===== src/rtl/port_allocator.sv =====
// Wormhole output-port allocator: round-robin arbitration among REN inputs,
// packet-granular ownership and credit-based flow control toward downstream.
module port_allocator #(
  parameter int REN     = 5,
  parameter int PL      = 32,
  parameter int CREDITS = 4
) (
  input  logic                          clk,
  input  logic                          rst,
  input  logic [REN*PL-1:0]             in_flit,
  input  logic [REN-1:0]                in_tail,
  output logic [REN-1:0]                in_pop,
  output logic [PL-1:0]                 out_flit,
  output logic                          out_valid,
  input  logic                          credit_ret,
  output logic [((REN > 1) ? $clog2(REN) : 1)-1:0] owner,
  output logic                          busy,
  output logic                          credit_err
);

  localparam int OW = (REN > 1) ? $clog2(REN) : 1;
  localparam int CW = $clog2(CREDITS + 1);

  typedef enum logic {
    IDLE = 1'b0,
    BUSY = 1'b1
  } state_t;

  state_t          state;
  state_t          state_nxt;
  logic [OW-1:0]   ptr;
  logic [OW-1:0]   ptr_nxt;
  logic [OW-1:0]   owner_nxt;
  logic [CW-1:0]   cnt;
  logic [REN-1:0]  req;
  logic [2*REN-1:0] req_dbl;
  logic [REN-1:0]  req_rot;
  logic [OW-1:0]   grant_idx;
  logic [PL-1:0]   owner_flit;
  logic            owner_tail;
  logic            xfer;
  logic            err_set;

  // Reduce an index in [0, 2*REN) back into [0, REN).
  function automatic logic [OW-1:0] wrap_idx(input int v);
    int r;
    r = (v >= REN) ? v - REN : v;
    return OW'(r);
  endfunction

  // Credit counter update; a simultaneous take and give cancel out, and a
  // give at full capacity saturates instead of wrapping.
  function automatic logic [CW-1:0] cnt_update(input logic [CW-1:0] c,
                                               input logic          take,
                                               input logic          give);
    logic [CW-1:0] r;
    case ({take, give})
      2'b10:   r = c - CW'(1);
      2'b01:   r = (c == CW'(CREDITS)) ? c : c + CW'(1);
      default: r = c;
    endcase
    return r;
  endfunction

  for (genvar g = 0; g < REN; g++) begin : g_req
    assign req[g] = in_flit[g*PL];
  end

  // Rotate the request vector so bit 0 corresponds to the pointer position;
  // the lowest set bit of the rotated vector is the round-robin winner.
  assign req_dbl = {req, req};
  assign req_rot = req_dbl[int'(ptr) +: REN];

  always_comb begin
    grant_idx = '0;
    for (int j = REN - 1; j >= 0; j--) begin
      if (req_rot[j]) begin
        grant_idx = wrap_idx(int'(ptr) + j);
      end
    end
  end

  always_comb begin
    owner_flit = '0;
    owner_tail = 1'b0;
    for (int i = 0; i < REN; i++) begin
      if (owner == OW'(i)) begin
        owner_flit = in_flit[i*PL +: PL];
        owner_tail = in_tail[i];
      end
    end
  end

  // A transfer needs the owner's head flit valid and at least one credit.
  assign xfer    = (state == BUSY) && owner_flit[0] && (cnt != '0) && !rst;
  assign err_set = credit_ret && !xfer && (cnt == CW'(CREDITS));
  assign busy    = (state == BUSY);

  always_comb begin
    in_pop = '0;
    if (xfer) begin
      in_pop = REN'(1) << owner;
    end
  end

  always_comb begin
    state_nxt = state;
    owner_nxt = owner;
    ptr_nxt   = ptr;
    case (state)
      IDLE: begin
        if (|req) begin
          state_nxt = BUSY;
          owner_nxt = grant_idx;
          ptr_nxt   = wrap_idx(int'(grant_idx) + 1);
        end
      end
      BUSY: begin
        if (xfer && owner_tail) begin
          state_nxt = IDLE;
        end
      end
      default: state_nxt = IDLE;
    endcase
  end

  always_ff @(posedge clk or posedge rst) begin
    if (rst) begin
      state <= IDLE;
      ptr   <= '0;
      owner <= '0;
    end else begin
      state <= state_nxt;
      ptr   <= ptr_nxt;
      owner <= owner_nxt;
    end
  end

  // Output stage: flit register plus credit bookkeeping.
  always_ff @(posedge clk or posedge rst) begin
    if (rst) begin
      cnt        <= CW'(CREDITS);
      credit_err <= 1'b0;
      out_valid  <= 1'b0;
      out_flit   <= '0;
    end else begin
      cnt        <= cnt_update(cnt, xfer, credit_ret);
      credit_err <= credit_err | err_set;
      out_valid  <= xfer;
      if (xfer) begin
        out_flit <= owner_flit;
      end
    end
  end

endmodule


===== config.mk =====
export PLATFORM = sky130hd
export DESIGN_NAME = port_allocator
export DESIGN_NICKNAME = d
export VERILOG_FILES = /design/src/rtl/port_allocator.sv
export SDC_FILE = /design/constraint.sdc
export NUM_CORES = 1
export LEC_CHECK = 0
export ABC_AREA = 1
export BUFFER_PORTS_ARGS = -buffer_cell sky130_fd_sc_hd__buf_2
export CORE_MARGIN = 5
export CORE_UTILIZATION = 44
export DETAILED_ROUTE_END_ITERATION = 7
export PLACE_DENSITY = 0.83
export SYNTH_ARGS = -nofsm -noshare
export SYNTH_HDL_FRONTEND = slang
export SYNTH_SLANG_ARGS = --single-unit

===== constraint.sdc =====
create_clock -name clk -period 2.89 [get_ports clk]
set_input_delay 0.4335 -clock clk [delete_from_list [all_inputs] [get_ports clk]]
set_output_delay 0.4335 -clock clk [all_outputs]
set_load 0.03 [all_outputs]

* Yosys cells after proc, flatten, opt, wreduce, memory -nomap -nowiden *
Cells that the tools add are included.
Widths: inputs -> output; s select.

word-level totals
  register bits after elaboration = 44
  input port bits = 168
  output and inout port bits = 43
  word-level logic and storage cells = 79

operators by class
  $add $sub $neg = 13
  magnitude comparators = 6
  eq/ne operators = 8
  shifts and indexed selects = 2
  muxes and demuxes = 27
  bitwise logic cells = 2
  reduce and logical (&&, ||, !) cells = 14

operator list
  cell                 number
  $mux 32              5
  $mux 3               12
  $ge 4x3->1 const B   5
  $sub 3x3->3 const B  6
  $shiftx 10x4->5      1
  $add 3x1->4 const B  2
  $add 3x2->4 const B  2
  $mux 1               7
  $eq 3x2->1 const B   2
  $eq 3x3->1 const B   2
  $logic_and 1x1->1    6
  $pmux 3 s2           1
  $mux 5               1
  $reduce_or 5->1      1
  $shl 1x3->5 const A  1
  $add 3x3->4 const B  1
  $reduce_and 2->1     2
  $add 3x1->3 const B  1
  $eq 3x1->1 const B   1
  $ge 3x3->1 const B   1
  $logic_not 3->1      1
  $reduce_bool 3->1    1
  $sub 3x1->3 const B  1
  $eq 2x1->1 const B   1
  7 further kinds      8

* Longest topological paths before layout *
  word-level depth = 13
  gate-level depth with buffers = 24
  depth with buffers taken out = 23

* Least setup slack after synthesis *
Ideal clock, no wire load.

  path kind = register to output
  start point = register owner[0] (netlist name)
  end point = output in_pop[3]
  arrival = 2.260 ns
  required time = 2.457 ns
  path slack = 0.197 ns
  stages on the path, launching flop included = 7
  path buffers = 0
  cells stage by stage = dfrtp_1 > nor3_2 > inv_2 > nor2_1 > nor4_1 > o21ai_4 > nor4_1

between the ends
  cells in the longest elaborated chain, start to end = 10
  elaborated cells between the ends (all ways) = 15
  classes of those cells = 4 x eq/ne; 1 x shift; 6 x mux; 4 x reduce/logical

RTL lines
  element                         RTL line  source
  from (decl)                     16        output logic [((REN > 1) ? $clog2(REN) : 1)-1:0] owner,
  from (signal assigned)          135       owner <= owner_nxt;
  $logic_not 3->1                 87        if (owner == OW'(i)) begin
  $mux 32 (5 in a row)            87
  $logic_and 1x1->1 (3 in a row)  95        assign xfer = (state == BUSY) && owner_flit[0] && (cnt != '0) && !rst;
  $mux 5 *                        101       if (xfer) begin
  to (decl)                       12        output logic [REN-1:0] in_pop,

Every way passes the cells marked *; elsewhere a longest branch is shown, timed or not.

* Worst setup path in the final report *
  start point = register owner[1] (netlist name)
  end point = output in_pop[3]

Same word-level chain as after synthesis.

==> metrics <==
number of inserted diodes=0; top cells by instance count after synthesis=sky130_fd_sc_hd__nand2_1 (134), sky130_fd_sc_hd__nor2_1 (77), sky130_fd_sc_hd__inv_1 (48), sky130_fd_sc_hd__dfrtp_1 (43); quantity of hold-fixing buffers added after cts=0; library cell used as clock root buffer=sky130_fd_sc_hd__clkbuf_8; Die Span X=98.79 um; vias post-DR=4319; leakage power summed over all cells=2.470 nW; area share of the largest cell type after synthesis=31.02%; Std-Cell Rows=32; synth top area cells=sky130_fd_sc_hd__dfrtp_1 (31%), sky130_fd_sc_hd__nand2_1 (15%), sky130_fd_sc_hd__nor2_1 (8.3%); gate count of the mapped netlist=498; floorplan core area=7687 um2; mapped cell area=3468 um2; failing checks=DRC; gate family responsible for the most delay along the worst path=simple AND/OR/NAND/NOR gates; wire length on met1=4.732 mm; H-Tree Level Count=2; arrival time at the worst endpoint=2260 ps; largest net degree at the start of global routing=65; highest signal layer in the routed design=met4; most frequently used flop master after synthesis=sky130_fd_sc_hd__dfrtp_1; CP cell instances=inv_2, nand3_1, nor2_1, a21oi_1, a21oi_1, o21ai_4, nor4_1, buf_2; CP Buf/Inv Count=2; required time reported for the critical path endpoint=2460 ps; setup clock skew after layout=8.849 ps; measured slew at the worst slew-check pin=917.3 ps; fraction of the cycle the final worst path needs=93.33%; most used cell, CP=sky130_fd_sc_hd__a21oi_1; non-filler cells in the finished layout=806; count of input and output buffers=210; power density over cell area=1149 nW/um2; min cycle time layout=2697 ps; CTS tree=built; number of CTS-inserted buffers=5; drt initial violations=227; count of nets after finishing=883; max cap viols=0; fraction of the core area covered by cells at the end of the flow=62.50%; overall fraction of global-route tracks in use=26.22%; Final Setup Violations=0; most frequent cell after synthesis=sky130_fd_sc_hd__nand2_1; critical path startpoint category=register; sum of met2 wire segment lengths after detailed routing=6.861 mm; critical path endpoint category=output pin; worst-path maximum fanout=10; via/cell ratio=5.359; largest stage delay on the critical path=470 ps; remaining global-route overflow=0; Top Ports=211; CTS Sinks=44; count of antenna-violating nets left after detailed routing=0; antenna violations before repair=0; Post-Route WL=13.07 mm; maximum clock frequency=0.3707 GHz; RD Place Congestion=0.9202; number of filler instances in the final layout=733; Skew-Pair Late Insertion Delay=290 ps; number of buffers on the longest clock path=2; synthesis-stage register bit count=44; normalized max-slew margin=38.76%; Syn. warnings=0; first drt pass iteration count=8; Final Max Tran Viols=0; count of flip-flops with a built-in enable after synthesis=0; cell total after placement=795; Tightest Hold Check Type=in2async; count of final hold-check violations=0; share of final-layout standard cells stronger than drive strength 1=36.79%; DP HPWL=10.46 mm; worst ir drop on vdd=0.5674 mV; area of the die=9758 um2; Worst path slowest cell=sky130_fd_sc_hd__dfrtp_1; synthesized area per cell=6.965 um2; final design instance area without fill=4805 um2; CTS clk-pin slew, worst paths=90 ps; Worst Setup Path Type=reg2out; setup TNS=0 ps; Area Overhead vs Synth=38.53%; WL met3=1.071 mm; Placed Instance Area=4628 um2; height of the die=98.79 um; cell type with the largest total area after synthesis=sky130_fd_sc_hd__dfrtp_1; portion of the post-synthesis area used by sequential elements=31.78%; syn_nets=678; DRC violation count after routing=1; initial cell density of the core=45.12%; via count of the first global-routing pass=4416; result of the run=complete, but fails checks; FFs w/ async S/R, synth=100.0%; Cell variety after synth=37; internal reg-to-reg setup slack=280 ps; wire length of the first global-routing pass=20.78 mm; WL/cell=16.21 um
## registers in the layout, summed over array words and instances, names as in the netlist
signal and cells:
out_valid 1, ptr 3, credit_err 1, out_flit 32, busy 1, cnt 3
owner 3
## cell families after synthesis
| kind of cell | count (synthesis) | synth area share (%) |
|---|---|---|
| flops | 44 | 31.78 |
| buf+inv | 84 | 9.704 |
| simple gates | 252 | 29.51 |
| xor+xnor | 8 | 2.020 |
| mux | 1 | 0.3247 |
| fa+ha+maj | 12 | 4.762 |
| compound gates | 97 | 21.90 |
## final timing paths
check / depth (start not counted) / from / to
max reg2reg: 19 / ptr[0] / ptr[0]
max: 8 / owner[1] / in_pop[3]
min in group clk: 3 / in_flit[118] / out_flit[22]
max in group asynchronous: 2 / rst / ptr[2]
min: 2 / rst / owner[0]
min reg2reg: 1 / out_flit[0] / out_flit[0]
## cell type report
type,count,area [um2],share of cell area [%]
Tap cell,102,127.6,2.656
Sequential cell,44,1105,22.99
Clock inverter,3,42.54,0.8854
Multi-Input combinational cell,370,2071,43.10
Timing Repair Buffer,222,1157,24.09
Clock buffer,5,68.82,1.432
Inverter,60,232.7,4.844
## routing by layer
metal	track usage [%]	vias to the layer above
met3	5.379	36
met4	10.08	0
met2	47.37	222
met1	30.20	1958
li1	-	2103
met5	0	-
## report_power, final
part	internal, W	switching (W)
sequential	0.000941	0.000231
clock	0.000256	0.000217
combinational	0.00136	0.00252
total	0.00255	0.00297
## what timing repair did
item	4_1_cts	5_1_grt
gates resized for setup	0	15
endpoints found under the hold margin	0	0
setup endpoints to repair	0	2
setup buffers	0	3
## placed cells by master, fill, tap and decap left out, drive strengths merged, types with 2 or more instances in the layout
cell type / instances
a21boi: 2
a21oi: 13
a221oi: 31
a41oi: 31
buf: 222
clkbuf: 5
clkinv: 2
dfrtp: 43
fa: 2
ha: 10
inv: 59
nand2: 135
nand3: 29
nor2: 78
nor3: 3
nor4: 3
o211ai: 2
o21ai: 12
o21bai: 3
o22ai: 2
or2: 2
xor2: 7
## stage by stage
step	power (W)	worst slack, ps	hold slack (ps)
finish	0.005519	192.7	348.9
global route	0.006016	-9.028	413.5
CTS	0.005414	131.7	374.1
detailed placement	0.004930	143.8	449.4
global placement	0.004803	283.0	446.6
floorplan	0.003865	196.5	476.6
Note: power is estimated with default switching activity, not from simulation.
